$ cat src/rtl/priority_decoder.sv
// priority_decoder: registered 2-to-4 one-hot decoder with enable priority,
// optional input synchroniser (PRIORITYDECODER_SYNC_EN) and change strobe.
// Ports: clk, rst_n (async active-low), en, a (MSB), b (LSB) in;
//        d0..d3 one-hot out, vld (registered enable), chg (change pulse).
module priority_decoder #(
  parameter int SYNC_STAGES = 2
) (
  input  logic clk,
  input  logic rst_n,
  input  logic en,
  input  logic a,
  input  logic b,
  output logic d0,
  output logic d1,
  output logic d2,
  output logic d3,
  output logic vld,
  output logic chg
);

  if (SYNC_STAGES < 2 || SYNC_STAGES > 4) begin : g_bad_stages
    $error("SYNC_STAGES must be 2..4");
  end

  logic en_s;
  logic a_s;
  logic b_s;

`ifdef PRIORITYDECODER_SYNC_EN
  // en, a and b share one chain depth so they stay aligned.
  logic [SYNC_STAGES-1:0] en_sh;
  logic [SYNC_STAGES-1:0] a_sh;
  logic [SYNC_STAGES-1:0] b_sh;

  always_ff @(posedge clk or negedge rst_n) begin
    if (!rst_n) begin
      en_sh <= '0;
      a_sh  <= '0;
      b_sh  <= '0;
    end else begin
      en_sh <= {en_sh[SYNC_STAGES-2:0], en};
      a_sh  <= {a_sh[SYNC_STAGES-2:0], a};
      b_sh  <= {b_sh[SYNC_STAGES-2:0], b};
    end
  end

  assign en_s = en_sh[SYNC_STAGES-1];
  assign a_s  = a_sh[SYNC_STAGES-1];
  assign b_s  = b_sh[SYNC_STAGES-1];
`else
  assign en_s = en;
  assign a_s  = a;
  assign b_s  = b;
`endif

  logic [3:0] nxt;
  logic [3:0] q;

  // Enable wins over the code: disabled means all-zero.
  always_comb begin
    nxt = 4'b0000;
    if (en_s) begin
      unique case ({a_s, b_s})
        2'b00:   nxt = 4'b0001;
        2'b01:   nxt = 4'b0010;
        2'b10:   nxt = 4'b0100;
        2'b11:   nxt = 4'b1000;
        default: nxt = 4'b0000;
      endcase
    end
  end

  // q doubles as the history register: chg compares the
  // value being loaded against the one currently held.
  always_ff @(posedge clk or negedge rst_n) begin
    if (!rst_n) begin
      q   <= 4'b0000;
      vld <= 1'b0;
      chg <= 1'b0;
    end else begin
      q   <= nxt;
      vld <= en_s;
      chg <= (nxt != q);
    end
  end

  assign d0 = q[0];
  assign d1 = q[1];
  assign d2 = q[2];
  assign d3 = q[3];

endmodule

$ cat config.mk
export PLATFORM = sky130hd
export DESIGN_NAME = priority_decoder
export DESIGN_NICKNAME = d
export VERILOG_FILES = /design/src/rtl/priority_decoder.sv
export SDC_FILE = /design/constraint.sdc
export NUM_CORES = 1
export LEC_CHECK = 0
export ABC_CLOCK_PERIOD_IN_PS = 1100
export CELL_PAD_IN_SITES_DETAIL_PLACEMENT = 0
export CELL_PAD_IN_SITES_GLOBAL_PLACEMENT = 2
export CORE_AREA = 2 2 39 41
export DETAILED_ROUTE_END_ITERATION = 7
export DIE_AREA = 0 0 41 43
export PLACE_DENSITY_LB_ADDON = 0.05
export SLEW_MARGIN = 20
export SYNTH_ARGS = -nofsm -noshare
export SYNTH_HDL_FRONTEND = slang
export SYNTH_SLANG_ARGS = --single-unit
$ cat constraint.sdc
create_clock -name clk -period 1.1 [get_ports clk]
set_input_delay 0.22 -clock clk [delete_from_list [all_inputs] [get_ports clk]]
set_output_delay 0.22 -clock clk [all_outputs]
set_load 0.005 [all_outputs]
### Word level (Yosys, flattened, before mapping)

Cells that the tools add are included.

* input bits: 5
* logic and storage cells: 10
* output and inout port bits: 6
* register bits after elaboration: 6

* mux-type cells: 2
* reduce and logical (&&, ||, !) cells: 1
* equal/unequal tests: 4

Operators by type and width (number)
* $pmux W4 S4: 1
* $eq A2 B2 Y1 const B: 2
* $mux W4: 1
* $ne A4 B4 Y1: 1
* $eq A2 B1 Y1 const B: 1
* $logic_not A2 Y1: 1

### Longest topological paths before layout

Gate-level depths: netlist of the first run.

* depth after elaboration: 4
* mapped depth: 4
* depth with buffers taken out: 4

### Worst setup path before layout of the first run

OpenSTA, ideal clock, no wires.

* kind: register -> register
* start: register q[1]
* end: register chg
* data arrival time: 0.873 ns
* cell stages (with the launch flop): 5
* period minus slack after synthesis: 1.001 ns
* required time: 0.972 ns
* library setup time: 0.128 ns
* setup slack: 0.099 ns
* cell sequence: dfrtp_1 nand2_1 mux2_4 o2bb2ai_2 nand3_1

* word-level cells in the longest chain between the ends: 1

Ends and longest elaborated chain
* start: declaration: RTL line 57 `logic [3:0] q;`
* start signal: assignment: RTL line 81 `q <= nxt;`
* $ne A4 B4 Y1: RTL line 83 `chg <= (nxt != q);`
* end signal: assignment: RTL line 83
* end: declaration: RTL line 18 `output logic chg`

No other way between the ends.

### Final worst setup path of the first run

* start: register vld
* end: output port vld

RTL lines
* start: declaration: RTL line 17 `output logic vld,`
* start signal: assignment: RTL line 82 `vld <= en_s;`

No word-level cell between the ends.

==> flow_metrics.env, run 1 <==
export IMPL_holdBufCountCts=0
export IMPL_fin_setup_tns_ns=0
export IMPL_placedCellCount=48
export IMPL_wl_per_cell_um=9.85
export IMPL_finalHoldViolCount=0
export IMPL_num_rows=14
export IMPL_die_x_um=41
export IMPL_reg2reg_slack_ns=0.08
export IMPL_io_buffer_count=10
export IMPL_num_vias=203
export IMPL_clock_sinks=6
export IMPL_grt_ovfl_total=0
export IMPL_power_density_nw_per_um2=1200
export IMPL_crit_path_max_incr_delay_ns=0.34
export IMPL_r2r_end="chg"
export IMPL_min_path_type="in -> async"
export IMPL_crit_type="reg -> out"
export IMPL_io_pin_count=11
export IMPL_cp_end_kind="output port"
export IMPL_grt_pass1_wl_um=862
export IMPL_worst_pin_slew_ns=0.281
export IMPL_drive_gt1_frac=0.421
export IMPL_path_clk_slew_ns=0.05
export IMPL_clock_latency_ns=0.25
export IMPL_status="completed"
export IMPL_rr_worst_depth=4
export IMPL_max_clock_path_buffers=2
export IMPL_worstPathRequired_ns=0.88
export IMPL_detail_route_antenna_nets=0
export IMPL_route_detailed_drc=0
export IMPL_cts_buffers=3
export IMPL_die_area_um2=1760
export IMPL_worst_ir_drop_vdd_uv=523
export IMPL_internal_power_uw=410
export IMPL_grt_pass1_vias=221
export IMPL_start_util=0.186
export IMPL_finalMaxSlewViolations=0
export IMPL_coreArea_um2=1380
export IMPL_crit_cells=1
export IMPL_crit_fanout=1
export IMPL_via_per_inst=3.76
export IMPL_critPathLaunchType="flop"
export IMPL_ys_warn_count=0
export IMPL_seqPwrFrac=0.452
export IMPL_fin_crit_sh=0.964
export IMPL_netlist_top_cells_area="dfrtp_1 58%, xnor2_1 6.8%, mux2_4 5.8%"
export IMPL_hpwl_um=395
export IMPL_relSlewSlack=0.812
export IMPL_synth_seq_cells=6
export IMPL_drv_cap=0
export IMPL_arrival_ns=0.84
export IMPL_syn_avg_cell_area_um2=13.6
export IMPL_firstDrtPassIters=2
export IMPL_power_frac_comb=0.157
export IMPL_cp_num_buf_inv=1
export IMPL_routed_wl_um=532
export IMPL_power_uw=527
export IMPL_path_delay_family="flip-flops"
export IMPL_num_nets_final=45
export IMPL_p_sw_uw=117
export IMPL_grt_max_degree=7
export IMPL_diodes=0
export IMPL_finalClockSkew_ns=0.00777
export IMPL_cpMaxStageDelayCell="dfrtp_1"
export IMPL_synth_distinct_cells=12
export IMPL_setup_viol=0
export IMPL_syn_to_final_growth_pct=70.4
export IMPL_first_iter_violations=3
export IMPL_syn_inst=19
export IMPL_clock_power_share=0.391
export IMPL_leakage_nw=0.223
export IMPL_die_y_um=43
export IMPL_antenna_found_initial=0
export IMPL_rsz0062_at_grt="yes"
export IMPL_synth_largest_area_cell="dfrtp_1"
export IMPL_synth_top_area_frac=0.583
export IMPL_cp_cell_sequence="dlygate4sd2_1"
export IMPL_final_cells=54
export IMPL_syn_num_nets=24
export IMPL_seq_area_frac_synth=0.583
export IMPL_sw_frac_of_total=0.222
export IMPL_cts_tree="yes"
export IMPL_fin_crit_ns=1.06
export IMPL_place_congestion=0.575
export IMPL_grtUsageTotal=0.0827
export IMPL_nFillCells=153
export IMPL_max_freq_mhz=943
export IMPL_h_tree_depth=1
export IMPL_cts_root_buf="clkbuf_4"
export IMPL_r2r_start="q[1]"
export IMPL_syn_area_um2=258
[cell usage in the layout (no fill, tap or decap)]
cell type / n
and2b_2: 1
dlygate4sd2_1: 3
clkdlybuf4s15_1: 4
xnor2_1: 2
dfrtp_1: 6
and3_2: 1
clkdlybuf4s50_1: 1
nand3_1: 1
nand2_1: 2
buf_2: 1
clkbuf_4: 3
buf_4: 6
nor2_1: 1
dlymetal6s2s_1: 1
nor2b_1: 1
o2bb2ai_2: 1
and2_2: 1
mux2_4: 1
nor2b_4: 1
[cells by family (layout without fill, tap and decap cells)]
logic type	Yosys count	count (layout)	share of synthesized area
flip-flops	6	6	0.583
XOR/XNOR	2	2	0.0680
buffers and inverters	0	19	0
multiplexers	1	1	0.0582
AND/OR/NAND/NOR	9	9	0.233
AO/OA/AOI/OAI	1	1	0.0582
[what timing repair did]
action | in CTS | in global routing
resized for setup | 14 | 2
endpoints found under the setup margin | 7 | 2
setup buffers | 3 | 0
[power groups by stage]
stage	logic, mW	registers, mW	clock network (mW)
after CTS	0.0841	0.238	0.219
final	0.0827	0.238	0.206
after detailed placement	0.0880	0.243	0
after floorplan	0.0281	0.245	0
after global placement	0.0882	0.243	0
after global routing	0.0918	0.240	0.229
[metrics by stage]
stage / cell area, um2 / hold WS [ns] / utilization / setup slack (ns)
after floorplan: 258 / -0.0756 / - / 0.0993
after global routing: 439 / 0.233 / 0.317 / -0.0116
after detailed placement: 400 / 0.492 / 0.289 / -0.475
after global placement: 400 / 0.488 / 0.289 / -0.465
after CTS: 435 / 0.222 / 0.315 / 0.00783
final: 439 / 0.214 / 0.317 / 0.0393
[per-layer routing]
layer	global-route usage	routed length (um)
met2	0.106	260
met5	0	0
met1	0.0882	204
met3	0.0157	37
met4	0.120	29
[cell type report]
class / count / area [um2] / area share
tap: 16 / 20.0 / 0.0456
multi-input combinational: 13 / 108 / 0.245
sequential: 6 / 150 / 0.342
timing repair buffer: 16 / 139 / 0.316
clock buffer: 3 / 22.5 / 0.0513
[synthesized netlist by cell type]
master / n
and2_2: 1
and2b_2: 1
and3_2: 1
dfrtp_1: 6
mux2_4: 1
nand2_1: 2
nand3_1: 1
nor2_1: 1
nor2b_1: 1
nor2b_4: 1
o2bb2ai_2: 1
xnor2_1: 2
[registers in the layout (all words and copies together), names as in the netlist]
signal and count:
chg 1, q 4, vld 1
[worst max-delay path by stage]
stage	start	slack, ns	endpoint
6_report	vld	0.04	vld
5_1_grt	q[1]	-0.01	chg
4_1_cts	chg	0.008	chg
3_5_place_dp	en	-0.47	chg
3_3_place_gp	en	-0.47	chg
2_1_floorplan	q[1]	0.1	chg
[worst register-to-register path, stage by stage, from the launching register on]
cell,delay (ns)
dfrtp_1,0.37
nand2_1,0.06
mux2_4,0.26
o2bb2ai_2,0.13
nand3_1,0.08
Note: power is estimated with default switching activity, not from simulation.
==> run 2, diff against run 1 <==
Settings changed: MAX_ROUTING_LAYER set to met4, TNS_END_PERCENT set to 1.
==> run 2 against run 1 <==
Compared with the run above:
- global-route usage down 0.10 points
- non-clock buffer count down 2
- combinational power up 1%
- flip-flop and latch count unchanged
- final cell count down 3.7%
- power down 0.30%
- sequential share of layout area up 0.20 points
- worst hold slack better by 0.0028 ns
- largest power group unchanged
==> flow_metrics.env, run 2 (same netlist as run 1, synthesis figures left out) <==
export IMPL_cts_buffers=3
export IMPL_num_vias=194
export IMPL_clock_latency_ns=0.25
export IMPL_grt_max_degree=7
export IMPL_drv_cap=0
export IMPL_num_rows=14
export IMPL_hpwl_um=395
export IMPL_critPathLaunchType="flop"
export IMPL_place_congestion=0.578
export IMPL_setup_viol=0
export IMPL_antenna_found_initial=0
export IMPL_die_x_um=41
export IMPL_worst_ir_drop_vdd_uv=522
export IMPL_grt_pass1_vias=198
export IMPL_worst_pin_slew_ns=0.281
export IMPL_worstPathRequired_ns=0.88
export IMPL_rsz0062_at_grt="yes"
export IMPL_crit_fanout=1
export IMPL_path_clk_slew_ns=0.05
export IMPL_io_pin_count=11
export IMPL_first_iter_violations=3
export IMPL_cpMaxStageDelayCell="dfrtp_1"
export IMPL_clock_sinks=6
export IMPL_drive_gt1_frac=0.389
export IMPL_dp_slack_ns=-0.475
export IMPL_start_util=0.186
export IMPL_max_freq_mhz=942
export IMPL_reg_largest_list="q x4, chg x1, vld x1"
export IMPL_num_nets_final=43
export IMPL_wl_per_cell_um=9.90
export IMPL_nFillCells=153
export IMPL_relSlewSlack=0.812
export IMPL_power_density_nw_per_um2=1200
export IMPL_io_buffer_count=10
export IMPL_fin_ws_ns=0.0389
export IMPL_routed_wl_um=515
export IMPL_largest_register_ff_count=4
export IMPL_cp_end_kind="output port"
export IMPL_coreArea_um2=1380
export IMPL_grt_pass1_wl_um=814
export IMPL_cp_num_buf_inv=1
export IMPL_status="completed"
export IMPL_route_detailed_drc=0
export IMPL_crit_path_max_incr_delay_ns=0.34
export IMPL_grt_ovfl_total=0
export IMPL_power_uw=526
export IMPL_min_path_type="in -> async"
export IMPL_h_tree_depth=1
export IMPL_final_seq_area_um2=150
export IMPL_path_delay_family="flip-flops"
export IMPL_finalMaxSlewViolations=0
export IMPL_leakage_nw=0.213
export IMPL_firstDrtPassIters=2
export IMPL_regMostFlops="q"
export IMPL_diodes=0
export IMPL_cts_tree="yes"
export IMPL_die_area_um2=1760
export IMPL_grtUsageTotal=0.0817
export IMPL_finalClockSkew_ns=0.00531
export IMPL_multi_input_area_um2=120
export IMPL_crit_type="reg -> out"
export IMPL_mostFrequentLayoutCells="6 x dfrtp_1, 4 x clkdlybuf4s15_1, 4 x buf_4"
export IMPL_via_per_inst=3.73
export IMPL_max_clock_path_buffers=2
export IMPL_mostFrequentLayoutCell="dfrtp_1"
export IMPL_cp_cell_sequence="dlygate4sd2_1"
export IMPL_syn_to_final_growth_pct=69.4
export IMPL_fin_crit_sh=0.965
export IMPL_holdBufCountCts=0
export IMPL_fin_crit_ns=1.06
export IMPL_arrival_ns=0.84
export IMPL_finalHoldViolCount=0
export IMPL_cts_root_buf="clkbuf_4"
export IMPL_die_y_um=43
export IMPL_detail_route_antenna_nets=0
run 2: area by class of cell:
class	instances	area share
Timing Repair Buffer	14	0.284
Clock buffer	3	0.0516
Tap cell	16	0.0458
Sequential cell	6	0.344
Multi-Input combinational cell	13	0.275
run 2: per-stage QoR:
step | std cells | area, um2 | setup TNS (ns) | hold WS, ns | utilization
floorplan | 19 | 258 | 0 | -0.0756 | -
global placement | 48 | 400 | -0.671 | 0.488 | 0.289
detailed placement | 48 | 400 | -0.717 | 0.492 | 0.289
CTS | 52 | 420 | 0 | 0.222 | 0.304
global route | 52 | 437 | -0.00756 | 0.233 | 0.316
finish | 52 | 437 | 0 | 0.217 | 0.316
run 2: final timing paths:
kind                            startpoint  endpoint  slack [ns]  cells after the start
worst max-delay path                   vld       vld        0.04                      1
worst max register to register        q[1]       chg        0.07                      4
worst min-delay path                 rst_n       chg        0.22                      1
worst min register to register        q[3]       chg        0.51                      2
max in group asynchronous            rst_n       vld        0.66                      1
min in group clk                        en       vld        0.27                      1
run 2: timing repair:
action                     CTS  global route
gates resized for setup     14             3
buffers inserted             1             0
setup endpoints to repair    7             2
run 2: per-layer routing:
metal | up-vias | routed length (um) | track usage
met5 | - | 0 | -
met4 | 0 | 29 | 0.120
met3 | 4 | 37 | 0.0157
met2 | 9 | 239 | 0.0969
met1 | 85 | 208 | 0.0882
li1 | 96 | - | -
run 2: power breakdown:
part | internal (mW) | leakage, nW | switching, mW
Sequential | 0.234 | 0.0764 | 0.00504
Combinational | 0.0522 | 0.123 | 0.0314
Clock | 0.123 | 0.0138 | 0.0799
